<file path="src/rtl/btn_conditioner.sv">
// ---------------------------------------------------------------------------
// btn_conditioner
//   Converts a raw, bouncing push-button pin into clean single-cycle events.
//   Processing chain: 2-FF synchronizer -> tick-sampled debouncer -> press FSM.
//
// Ports
//   CLK      in   system clock (single clock domain)
//   RST      in   synchronous reset, active-high
//   BTNIN    in   raw button level, active-high, asynchronous to CLK
//   BTNOUT   out  one-cycle pulse per press, plus auto-repeat pulses in LONG
//   BTNREL   out  one-cycle pulse per debounced release
//   BTNLONG  out  one-cycle pulse when the hold reaches the long-press length
//   BTNHOLD  out  debounced button level
// ---------------------------------------------------------------------------
module btn_conditioner #(
  parameter int SMPL_DIV    = 500000,
  parameter int DB_CNT      = 4,
  parameter int LONG_SMPL   = 100,
  parameter int REPEAT_EN   = 1,
  parameter int REPEAT_SMPL = 20
) (
  input  logic CLK,
  input  logic RST,
  input  logic BTNIN,
  output logic BTNOUT,
  output logic BTNREL,
  output logic BTNLONG,
  output logic BTNHOLD
);

  localparam int CW = $clog2(SMPL_DIV);
  localparam int AW = $clog2(DB_CNT + 1);
  localparam int HW = $clog2(LONG_SMPL + 1);
  localparam int RW = $clog2(REPEAT_SMPL + 1);

  localparam logic [CW-1:0] CNT_LAST   = CW'(SMPL_DIV - 1);
  localparam logic [AW-1:0] AGREE_LAST = AW'(DB_CNT - 1);
  localparam logic [HW-1:0] HOLD_LAST  = HW'(LONG_SMPL);
  localparam logic [RW-1:0] RPT_LAST   = RW'(REPEAT_SMPL);

  typedef enum logic [1:0] {
    IDLE  = 2'd0,
    PRESS = 2'd1,
    LONG  = 2'd2
  } state_t;

  logic          sync1_q, sync2_q;
  logic [CW-1:0] divCnt_q, divCnt_d;
  logic          tick;
  logic          level_q, level_d;
  logic [AW-1:0] agree_q, agree_d;

  state_t        state_q;
  logic [HW-1:0] hold_q;
  logic [RW-1:0] rpt_q;
  logic          btnOut_q, btnRel_q, btnLong_q;

  assign tick = (divCnt_q == CNT_LAST);

  // Sample divider: free-running counter wrapping at SMPL_DIV-1; the tick
  // is the single cycle on which the counter sits at its last value.
  always_comb begin
    divCnt_d = tick ? '0 : divCnt_q + CW'(1);
  end

  // Debouncer: only a run of DB_CNT consecutive disagreeing samples flips
  // the level; a single agreeing sample throws the partial run away.
  always_comb begin
    level_d = level_q;
    agree_d = agree_q;
    if (tick) begin
      if (sync2_q != level_q) begin
        if (agree_q == AGREE_LAST) begin
          level_d = sync2_q;
          agree_d = '0;
        end else begin
          agree_d = agree_q + AW'(1);
        end
      end else begin
        agree_d = '0;
      end
    end
  end

  // Synchronizer, divider and debouncer state. The button being held
  // through reset shows up as a fresh press since level restarts at 0.
  always_ff @(posedge CLK) begin
    if (RST) begin
      sync1_q  <= 1'b0;
      sync2_q  <= 1'b0;
      divCnt_q <= '0;
      level_q  <= 1'b0;
      agree_q  <= '0;
    end else begin
      sync1_q  <= BTNIN;
      sync2_q  <= sync1_q;
      divCnt_q <= divCnt_d;
      level_q  <= level_d;
      agree_q  <= agree_d;
    end
  end

  // Press FSM with registered pulse outputs. A falling level is checked
  // before the hold/repeat terminal counts so a release always wins a tie.
  // The terminal counts are tested on the registered counters, so the
  // transition lands one cycle after the counting tick.
  always_ff @(posedge CLK) begin
    if (RST) begin
      state_q   <= IDLE;
      hold_q    <= '0;
      rpt_q     <= '0;
      btnOut_q  <= 1'b0;
      btnRel_q  <= 1'b0;
      btnLong_q <= 1'b0;
    end else begin
      btnOut_q  <= 1'b0;
      btnRel_q  <= 1'b0;
      btnLong_q <= 1'b0;
      case (state_q)
        IDLE: begin
          hold_q <= '0;
          rpt_q  <= '0;
          if (level_q) begin
            state_q  <= PRESS;
            btnOut_q <= 1'b1;
          end
        end
        PRESS: begin
          if (!level_q) begin
            state_q  <= IDLE;
            btnRel_q <= 1'b1;
            hold_q   <= '0;
            rpt_q    <= '0;
          end else if (hold_q == HOLD_LAST) begin
            state_q   <= LONG;
            btnLong_q <= 1'b1;
            rpt_q     <= '0;
          end else if (tick) begin
            hold_q <= hold_q + HW'(1);
          end
        end
        LONG: begin
          if (!level_q) begin
            state_q  <= IDLE;
            btnRel_q <= 1'b1;
            hold_q   <= '0;
            rpt_q    <= '0;
          end else if (rpt_q == RPT_LAST) begin
            rpt_q <= '0;
            if (REPEAT_EN != 0) begin
              btnOut_q <= 1'b1;
            end
          end else if (tick) begin
            rpt_q <= rpt_q + RW'(1);
          end
        end
        default: begin
          state_q <= IDLE;
          hold_q  <= '0;
          rpt_q   <= '0;
        end
      endcase
    end
  end

  assign BTNOUT  = btnOut_q;
  assign BTNREL  = btnRel_q;
  assign BTNLONG = btnLong_q;
  assign BTNHOLD = level_q;

endmodule

</file>
<file path="config.mk">
export PLATFORM = sky130hd
export DESIGN_NAME = btn_conditioner
export DESIGN_NICKNAME = d
export VERILOG_FILES = /design/src/rtl/btn_conditioner.sv
export SDC_FILE = /design/constraint.sdc
export NUM_CORES = 1
export LEC_CHECK = 0
export BUFFER_PORTS_ARGS = -buffer_cell sky130_fd_sc_hd__buf_2
export CORE_UTILIZATION = 47
export DETAILED_ROUTE_END_ITERATION = 7
export PLACE_DENSITY_LB_ADDON = 0.15
export SYNTH_ARGS = -nofsm -noshare
export SYNTH_HDL_FRONTEND = slang
export SYNTH_SLANG_ARGS = --single-unit
</file>
<file path="constraint.sdc">
create_clock -name CLK -period 1.65 [get_ports CLK]
set_input_delay 0.0825 -clock CLK [delete_from_list [all_inputs] [get_ports CLK]]
set_output_delay 0.0825 -clock CLK [all_outputs]
set_load 0.01 [all_outputs]
</file>
* Word level (Yosys, flattened, before mapping)
Index checks and enable logic that the tools add are counted.
** Cells by class
- Reductions and logical operators :: 9
- Bitwise gates (word level) :: 3
- $add $sub $neg :: 4
- Divide/modulo/power cells :: 0
- Shifts and indexed selects :: 0
- Mux-type cells :: 24
- Equal/unequal tests :: 13
- Multipliers :: 0
- Order comparisons :: 0
** Operators with widths (count)
- $mux 7 :: 4
- $mux 5 :: 5
- $add 19x1->19 const B :: 1
- $eq 19x19->1 const B :: 1
- $pmux 7 s2 :: 1
- $pmux 5 s2 :: 1
- $ne 3x3->1 const B :: 3
- $reduce_and 3->1 :: 3
- $mux 2 :: 4
- $add 7x1->7 const B :: 1
- $eq 7x7->1 const B :: 1
- $mux 3 :: 2
- $pmux 2 s3 :: 1
- $reduce_or 2->1 :: 3
- $add 5x1->5 const B :: 1
- $eq 5x5->1 const B :: 1
- $mux 1 :: 5
- $ne 2x2->1 const B :: 2
- $ne 4x4->1 const B :: 1
- $add 3x1->3 const B :: 1
- $eq 3x2->1 const B :: 1
- $not 1->1 :: 3
- $reduce_or 3->1 :: 1
- $eq 2x1->1 const B :: 1
- other kinds (5) :: 5
** Word-level totals
- Bits in writable memories :: 0
- Memories kept :: 0
- Memory bits (read-only) :: 0
- Word-level logic and storage cells :: 64
- Latch bits :: 0
- Input bits :: 3
- Output and inout port bits :: 4
- Register bits :: 42

* Depth between registers and ports, before layout
Gate-level depths: netlist (run 1).
- Depth after elaboration :: 5
- Mapped depth :: 7
- Depth with buffers taken out :: 7

* Worst setup path after synthesis (run 1)
Ideal clock, no wire load.
- Kind :: register to register
- Start point :: register divCnt_q[0]
- End point :: register hold_q[3]
- Buffers on the path :: 0
- Period minus slack after synthesis :: 1.796 ns
- Stages on the path, launching flop included :: 7
- Arrival time :: 1.734 ns
- Setup slack :: -0.146 ns
- Setup time :: 0.062 ns
- Data required time :: 1.588 ns
- Cells stage by stage :: dfxtp_1 -> ha_1 -> and4_4 -> and4_1 -> nand4_2 -> or4_1 -> nand3_1
** Between the ends
- Longest elaborated chain between the ends :: 3
** RTL lines
- from (decl) :: line 48 : logic [CW-1:0] divCnt_q, divCnt_d;
- from (signal assigned) :: line 97 : divCnt_q <= divCnt_d;
- $eq 19x19->1 :: line 58 : assign tick = (divCnt_q == CNT_LAST);
- $ne 3x3->1 (no line)
- $reduce_and 3->1 (no line)
- to (signal assigned) :: line 139 : hold_q <= hold_q + HW'(1);
- to (decl) :: line 54 : logic [HW-1:0] hold_q;
Every way passes these cells.
A chain may end at the register's enable or synchronous reset.

* Worst setup path in the final report (run 1)
- Start point :: register hold_q[1]
- End point :: register rpt_q[2]
** Between the ends
- Longest elaborated chain between the ends :: 3
** RTL lines
- $eq 7x7->1 :: line 134 : end else if (hold_q == HOLD_LAST) begin
- $ne 3x3->1 (no line)
- $reduce_and 2->1 (no line)
- to (signal assigned) :: line 154 : rpt_q <= rpt_q + RW'(1);
- to (decl) :: line 55 : logic [RW-1:0] rpt_q;
Every way passes these cells.

==> results of run 1 <==
==> worst max-delay path: cells and delay by family (launching register included) <==
family | cells | cell delay (ns)
simple gates | 3 | 0.45
buf+inv | 1 | 0.08
compound gates | 1 | 0.46
flops | 1 | 0.33
xor+xnor | 1 | 0.17
fa+ha+maj | 1 | 0.14
==> cell families after synthesis <==
kind of cell,Yosys count,share of synthesized area
AOI/OAI and AO/OA,26,0.0877
xor gates and xnor gates,21,0.0889
adders and majority gates,9,0.0544
buffers and inverters,16,0.0320
DFF,42,0.406
muxes,3,0.0145
and+or+nand+nor,120,0.316
==> worst min-delay path by stage <==
stage | slack (ns) | depth (start not counted) | from | to
after detailed placement | 0.30 | 2 | BTNIN | sync1_q
final | 0.10 | 2 | RST | agree_q[0]
after CTS | 0.11 | 2 | RST | agree_q[0]
after global placement | 0.30 | 2 | BTNIN | sync1_q
after global routing | 0.12 | 2 | RST | state_q[1]
after floorplan | 0.21 | 1 | BTNIN | sync1_q
==> area by class of cell <==
type / instances / area, µm²
multi-input combinational: 179 / 1380
fill: 302 / 1130
sequential: 42 / 853
timing repair buffer: 60 / 515
clock buffer: 6 / 82.6
tap: 50 / 62.6
clock inverter: 2 / 60.1
inverter: 9 / 33.8
==> sequential cells by signal, summed over array words and instances, names as in the netlist <==
register / cells
BTNREL: 1
sync2_q: 1
hold_q: 7
state_q: 2
agree_q: 3
divCnt_q: 19
BTNOUT: 1
sync1_q: 1
rpt_q: 5
BTNLONG: 1
BTNHOLD: 1
==> layer usage <==
metal	global-route usage	up-vias	wire (µm)	share of wire
met3	0.0450	13	199	0.038
met4	0.0781	0	128	0.024
met2	0.328	40	2520	0.48
met5	0	-	0	0
li1	-	948	-	-
met1	0.283	912	2420	0.46
==> power by group <==
part	leakage [nW]	switching [mW]	internal (mW)	total [mW]
registers	0.343	0.00677	1.02	1.03
logic	0.776	0.0334	0.0330	0.0664
clock network	0.0714	0.370	0.646	1.02
total	1.19	0.410	1.70	2.11
==> cell usage in the layout (no fill, tap or decap), drive strengths merged, types with 3 or more instances in the layout <==
master,n
or2,3
dfxtp,42
nor4b,3
nor2b,5
o21ai,7
inv,9
nand2,22
nand3,12
nor2,39
mux2i,3
nor4,5
nand2b,3
ha,9
a21oi,5
xnor2,7
and4,3
xor2,14
buf,58
nand4,10
nor3,4
clkbuf,7
==> what timing repair did <==
item | CTS | global route
hold buffers | 1 | 0
endpoints found under the hold margin | 1 | 0
gates resized for setup | 19 | 33
pin swaps | 7 | 23
gates cloned | 1 | 1
endpoints found under the setup margin | 14 | 34
setup buffers | 2 | 8
==> run_results.csv, run 1 <==
group,metric,value,unit
critical_path,end_kind,"flop",
route,vias,1913,
global_routing,grt_start_max_net_pins,18,
critical_path,slowest_stage,"o311a_4",
synthesis,async_reset_ff_frac,0,
synthesis,synth_seq_area_share,0.406,
critical_path,r2r_slack,-0.08,ns
clocking,tritoncts,"done",
route,via_per_inst,5.50,
sta,hold_violations,0,
sta,rsz0062_at_grt,"true",
floorplanning,die_h,68.4,µm
status,violations,"setup timing",
global_routing,grt.overflow.total,0,
finish,drive_gt1_frac,0.372,
sta,worst_slack,-0.0822,ns
place,place_area,2480,µm²
floorplanning,die_width,68.4,µm
sta,slew_violations,0,
synthesis,netlist-cell-type-count,49,
synthesis,ys_seq_elements,42,
route,first_pass_iters,4,
critical_path,cp_max_fo,5,
critical_path,reg2reg_depth,7,
floorplanning,core,4120,µm²
sta,fin_worst_skew,0.0107,ns
global_routing,grt.total_usage,0.211,
critical_path,path_cells,"inv_2, ha_4, nand2_2, o311a_4, nor4b_4, xnor2_1, nor2_1",
sta,worst_slew_pin_slew,0.269,ns
synthesis,synth_nets,249,
clocking,clock_latency,0.30,ns
place,post-dp-hpwl,3160,µm
critical_path,crit_type,"reg2reg",
run,drv_cap,0,
finish,num_antenna_cells,0,
clocking,cts.sinks,42,
critical_path,r2r_start,"hold_q[1]",
status,outcome,"finished with violations",
pwr,p_total,2.11,mW
finish,final_area,2980,µm²
pwr,cellPowerDensity,707,nW/µm²
clocking,cts_made_buffers,5,
route,ant_nets,0,
clocking,clk_pin_slew,0.09,ns
finish,final_util,0.725,
sta,min_period,1.73,ns
finish,syn2layout_area_growth,44.1,%
synthesis,ys.flop_type,"dfxtp_1",
clocking,h-tree-depth,2,
floorplanning,rows,23,
critical_path,crit-reg2reg-capture,"rpt_q[2]",
synthesis,synth_edf_count,0,
hold_path,holdCritPathClass,"in2reg",
synthesis,synth_top_area_cell,"dfxtp_1",
sta,clock.fmax,577,MHz
floorplanning,start_util,0.503,
place,routabilityCongestion,0.839,
synthesis,yosysMostFrequentCell,"dfxtp_1",
critical_path,endpoint,"rpt_q[2]",
route,drcViolationCount,0,
pwr,p_leak,1.19,nW
synthesis,synth_common_cells,"dfxtp_1 (42), nor2_1 (39), nand2_1 (22), xor2_1 (14), nand3_1 (12)",
synthesis,syn_area,2070,µm²
critical_path,startpoint_type,"flop",
sta,tns,-0.511,ns
sta,setup_viol,25,
critical_path,slowest_delay,0.46,ns
place,pre_cts_ws,-0.127,ns
critical_path,cp_data_required_time,1.84,ns
clocking,cts-root-buf,"clkbuf_8",
pwr,vdd.ir_drop.worst,504,µV
critical_path,critPathLaunch,"hold_q[1]",
finish,fin_nets,309,
sta,max_slew_margin,0.819,
sta,worst_hold_slack,0.105,ns
place,numPortBuffers,6,
synthesis,synth_top_area_frac,0.406,
route,drt_iter0_drc,96,
synthesis,synth_warnings,0,
global_routing,antenna_found_initial,0,
critical_path,critical_path_arrival,1.93,ns
global_routing,grt_pass1_wl,7250,µm
sta,fin_crit_sh,1.05,
global_routing,first_global_vias,1593,
synthesis,yosys-top-cells-area,"dfxtp_1 (41%), nor2_1 (7.1%), xor2_1 (5.9%)",
place,dpl.cell_count,327,
synthesis,synth_area_per_cell,8.73,µm²
clocking,cts.path.max_buffers,2,
floorplanning,ios,7,
synthesis,synthCells,237,
route,wl,5270,µm
floorplanning,die_area,4670,µm²
route,wl_per_cell,15.1,µm
finish,layoutNonFillerInstCount,348,
Note: power is estimated with default switching activity, not from simulation.
==> run 2, diff against run 1 <==
Settings changed: CORE_ASPECT_RATIO set to 1.1.
==> run 2 against run 1 <==
  * The flow still finishes with violations (setup timing)
  * Largest power group unchanged
  * Sequential power about the same
  * Die area about the same
  * Wire length fell by 11%
==> run_results.csv, run 2 (same netlist as run 1, synthesis figures left out) <==
group,metric,value,unit
finish,fillers,316,
place,pre_cts_ws,-0.0881,ns
pwr,p_total,1.91,mW
sta,clock.fmax,599,MHz
global_routing,grt.overflow.total,0,
clocking,cts_made_buffers,5,
finish,largest_reg_flops,19,
route,drcViolationCount,0,
sta,worst_slew_pin_slew,0.351,ns
critical_path,startpoint_type,"flop",
finish,num_antenna_cells,0,
sta,worst_slack,-0.0206,ns
floorplanning,die_h,71.6,µm
global_routing,first_global_vias,1781,
clocking,clk_pin_slew,0.09,ns
clocking,h-tree-depth,2,
pwr,vdd.ir_drop.worst,565,µV
global_routing,grt_pass1_wl,7510,µm
critical_path,critical_path_arrival,1.87,ns
critical_path,slowest_delay,0.42,ns
finish,final_common_cell,"buf_4",
finish,fin_nets,305,
finish,final_area,2860,µm²
critical_path,critPathBufInv,2,
sta,tns,-0.0422,ns
critical_path,path_cells,"inv_2, ha_4, nand2_4, or3_4, nand4_4, buf_6, nor2_2, a221o_2",
global_routing,grt.total_usage,0.208,
run,drv_cap,0,
sta,setup_viol,4,
pwr,cellPowerDensity,670,nW/µm²
global_routing,grt_start_max_net_pins,18,
place,routabilityCongestion,0.796,
sta,slew_violations,0,
sta,fin_worst_skew,0.00940,ns
critical_path,end_kind,"flop",
finish,layout_common_cells,"buf_4 (42), nor2_1 (37), dfxtp_1 (34)",
floorplanning,die_width,65.3,µm
floorplanning,rows,24,
finish,reg_top3,"divCnt_q: 19 flops, hold_q: 7 flops, rpt_q: 5 flops",
clocking,tritoncts,"done",
place,post-dp-hpwl,3200,µm
sta,hold_violations,0,
clocking,clock_latency,0.31,ns
sta,fin_crit_sh,1.01,
status,outcome,"finished with violations",
place,numPortBuffers,6,
sta,max_slew_margin,0.765,
route,wl_per_cell,13.6,µm
route,via_per_inst,5.40,
finish,drive_gt1_frac,0.371,
critical_path,cp_data_required_time,1.85,ns
floorplanning,core,4080,µm²
place,place_area,2480,µm²
route,ant_nets,0,
route,first_pass_iters,4,
critical_path,path_delay_family,"simple AND/OR/NAND/NOR gates",
floorplanning,die_area,4670,µm²
sta,min_period,1.67,ns
clocking,cts.path.max_buffers,2,
clocking,cts-root-buf,"clkbuf_8",
clocking,cts.sinks,42,
route,vias,1868,
global_routing,antenna_found_initial,0,
route,drt_iter0_drc,84,
critical_path,cp_max_fo,6,
finish,final_util,0.699,
pwr,p_leak,1.10,nW
route,wl,4700,µm
floorplanning,start_util,0.507,
finish,regMostFlops,"divCnt_q",
finish,syn2layout_area_growth,38.0,%
hold_path,holdCritPathClass,"in2reg",
sta,rsz0062_at_grt,"true",
critical_path,crit_type,"reg2reg",
critical_path,slowest_stage,"or3_4",
status,violations,"setup timing",
floorplanning,ios,7,
run 2: worst paths after layout:
| path | start | end | slack [ns] | cells past startpoint |
|---|---|---|---|---|
| worst max-delay path | hold_q[1] | hold_q[1] | -0.02 | 8 |
| worst min-delay path | RST | state_q[1] | 0.14 | 3 |
| worst max register to register | hold_q[1] | hold_q[1] | -0.02 | 8 |
| worst min register to register | sync1_q | sync2_q | 0.44 | 1 |
run 2: cell type report:
cell class / count / area, µm² / area share
Clock buffer: 5 / 68.8 / 0.0241
Clock inverter: 3 / 40.0 / 0.0140
Inverter: 9 / 33.8 / 0.0118
Multi-Input combinational cell: 179 / 1350 / 0.474
Sequential cell: 42 / 853 / 0.299
Tap cell: 52 / 65.1 / 0.0228
Timing Repair Buffer: 56 / 443 / 0.155
run 2: per-layer routing:
| metal | track usage | up-vias | routed length [µm] |
|---|---|---|---|
| met5 | 0 | - | 0 |
| met2 | 0.364 | 33 | 2360 |
| li1 | - | 938 | - |
| met4 | 0.0942 | 0 | 93 |
| met1 | 0.238 | 886 | 2070 |
| met3 | 0.0478 | 11 | 171 |
run 2: timing repair:
item,CTS,global route
endpoints found under the setup margin,8,33
hold endpoints to repair,1,0
cloned,1,0
setup buffers,3,4
hold buffers,1,0
gates resized for setup,14,34
pin swaps,9,16
run 2: tightest hold or removal path, stage by stage:
cell and delay [ns]:
buf_2 0.08, buf_4 0.18, nor2_1 0.06
run 2: metrics by stage:
stage	hold slack, ns	instances
after floorplan	0.211	237
after global placement	0.293	329
after detailed placement	0.297	329
after CTS	0.128	342
after global routing	0.143	346
final	0.138	346
run 2: power breakdown:
| part | internal [mW] | switching, mW | leakage [nW] |
|---|---|---|---|
| sequential | 1.02 | 0.00673 | 0.343 |
| clock | 0.446 | 0.373 | 0.0579 |
| combinational | 0.0338 | 0.0324 | 0.696 |
| total | 1.50 | 0.412 | 1.10 |
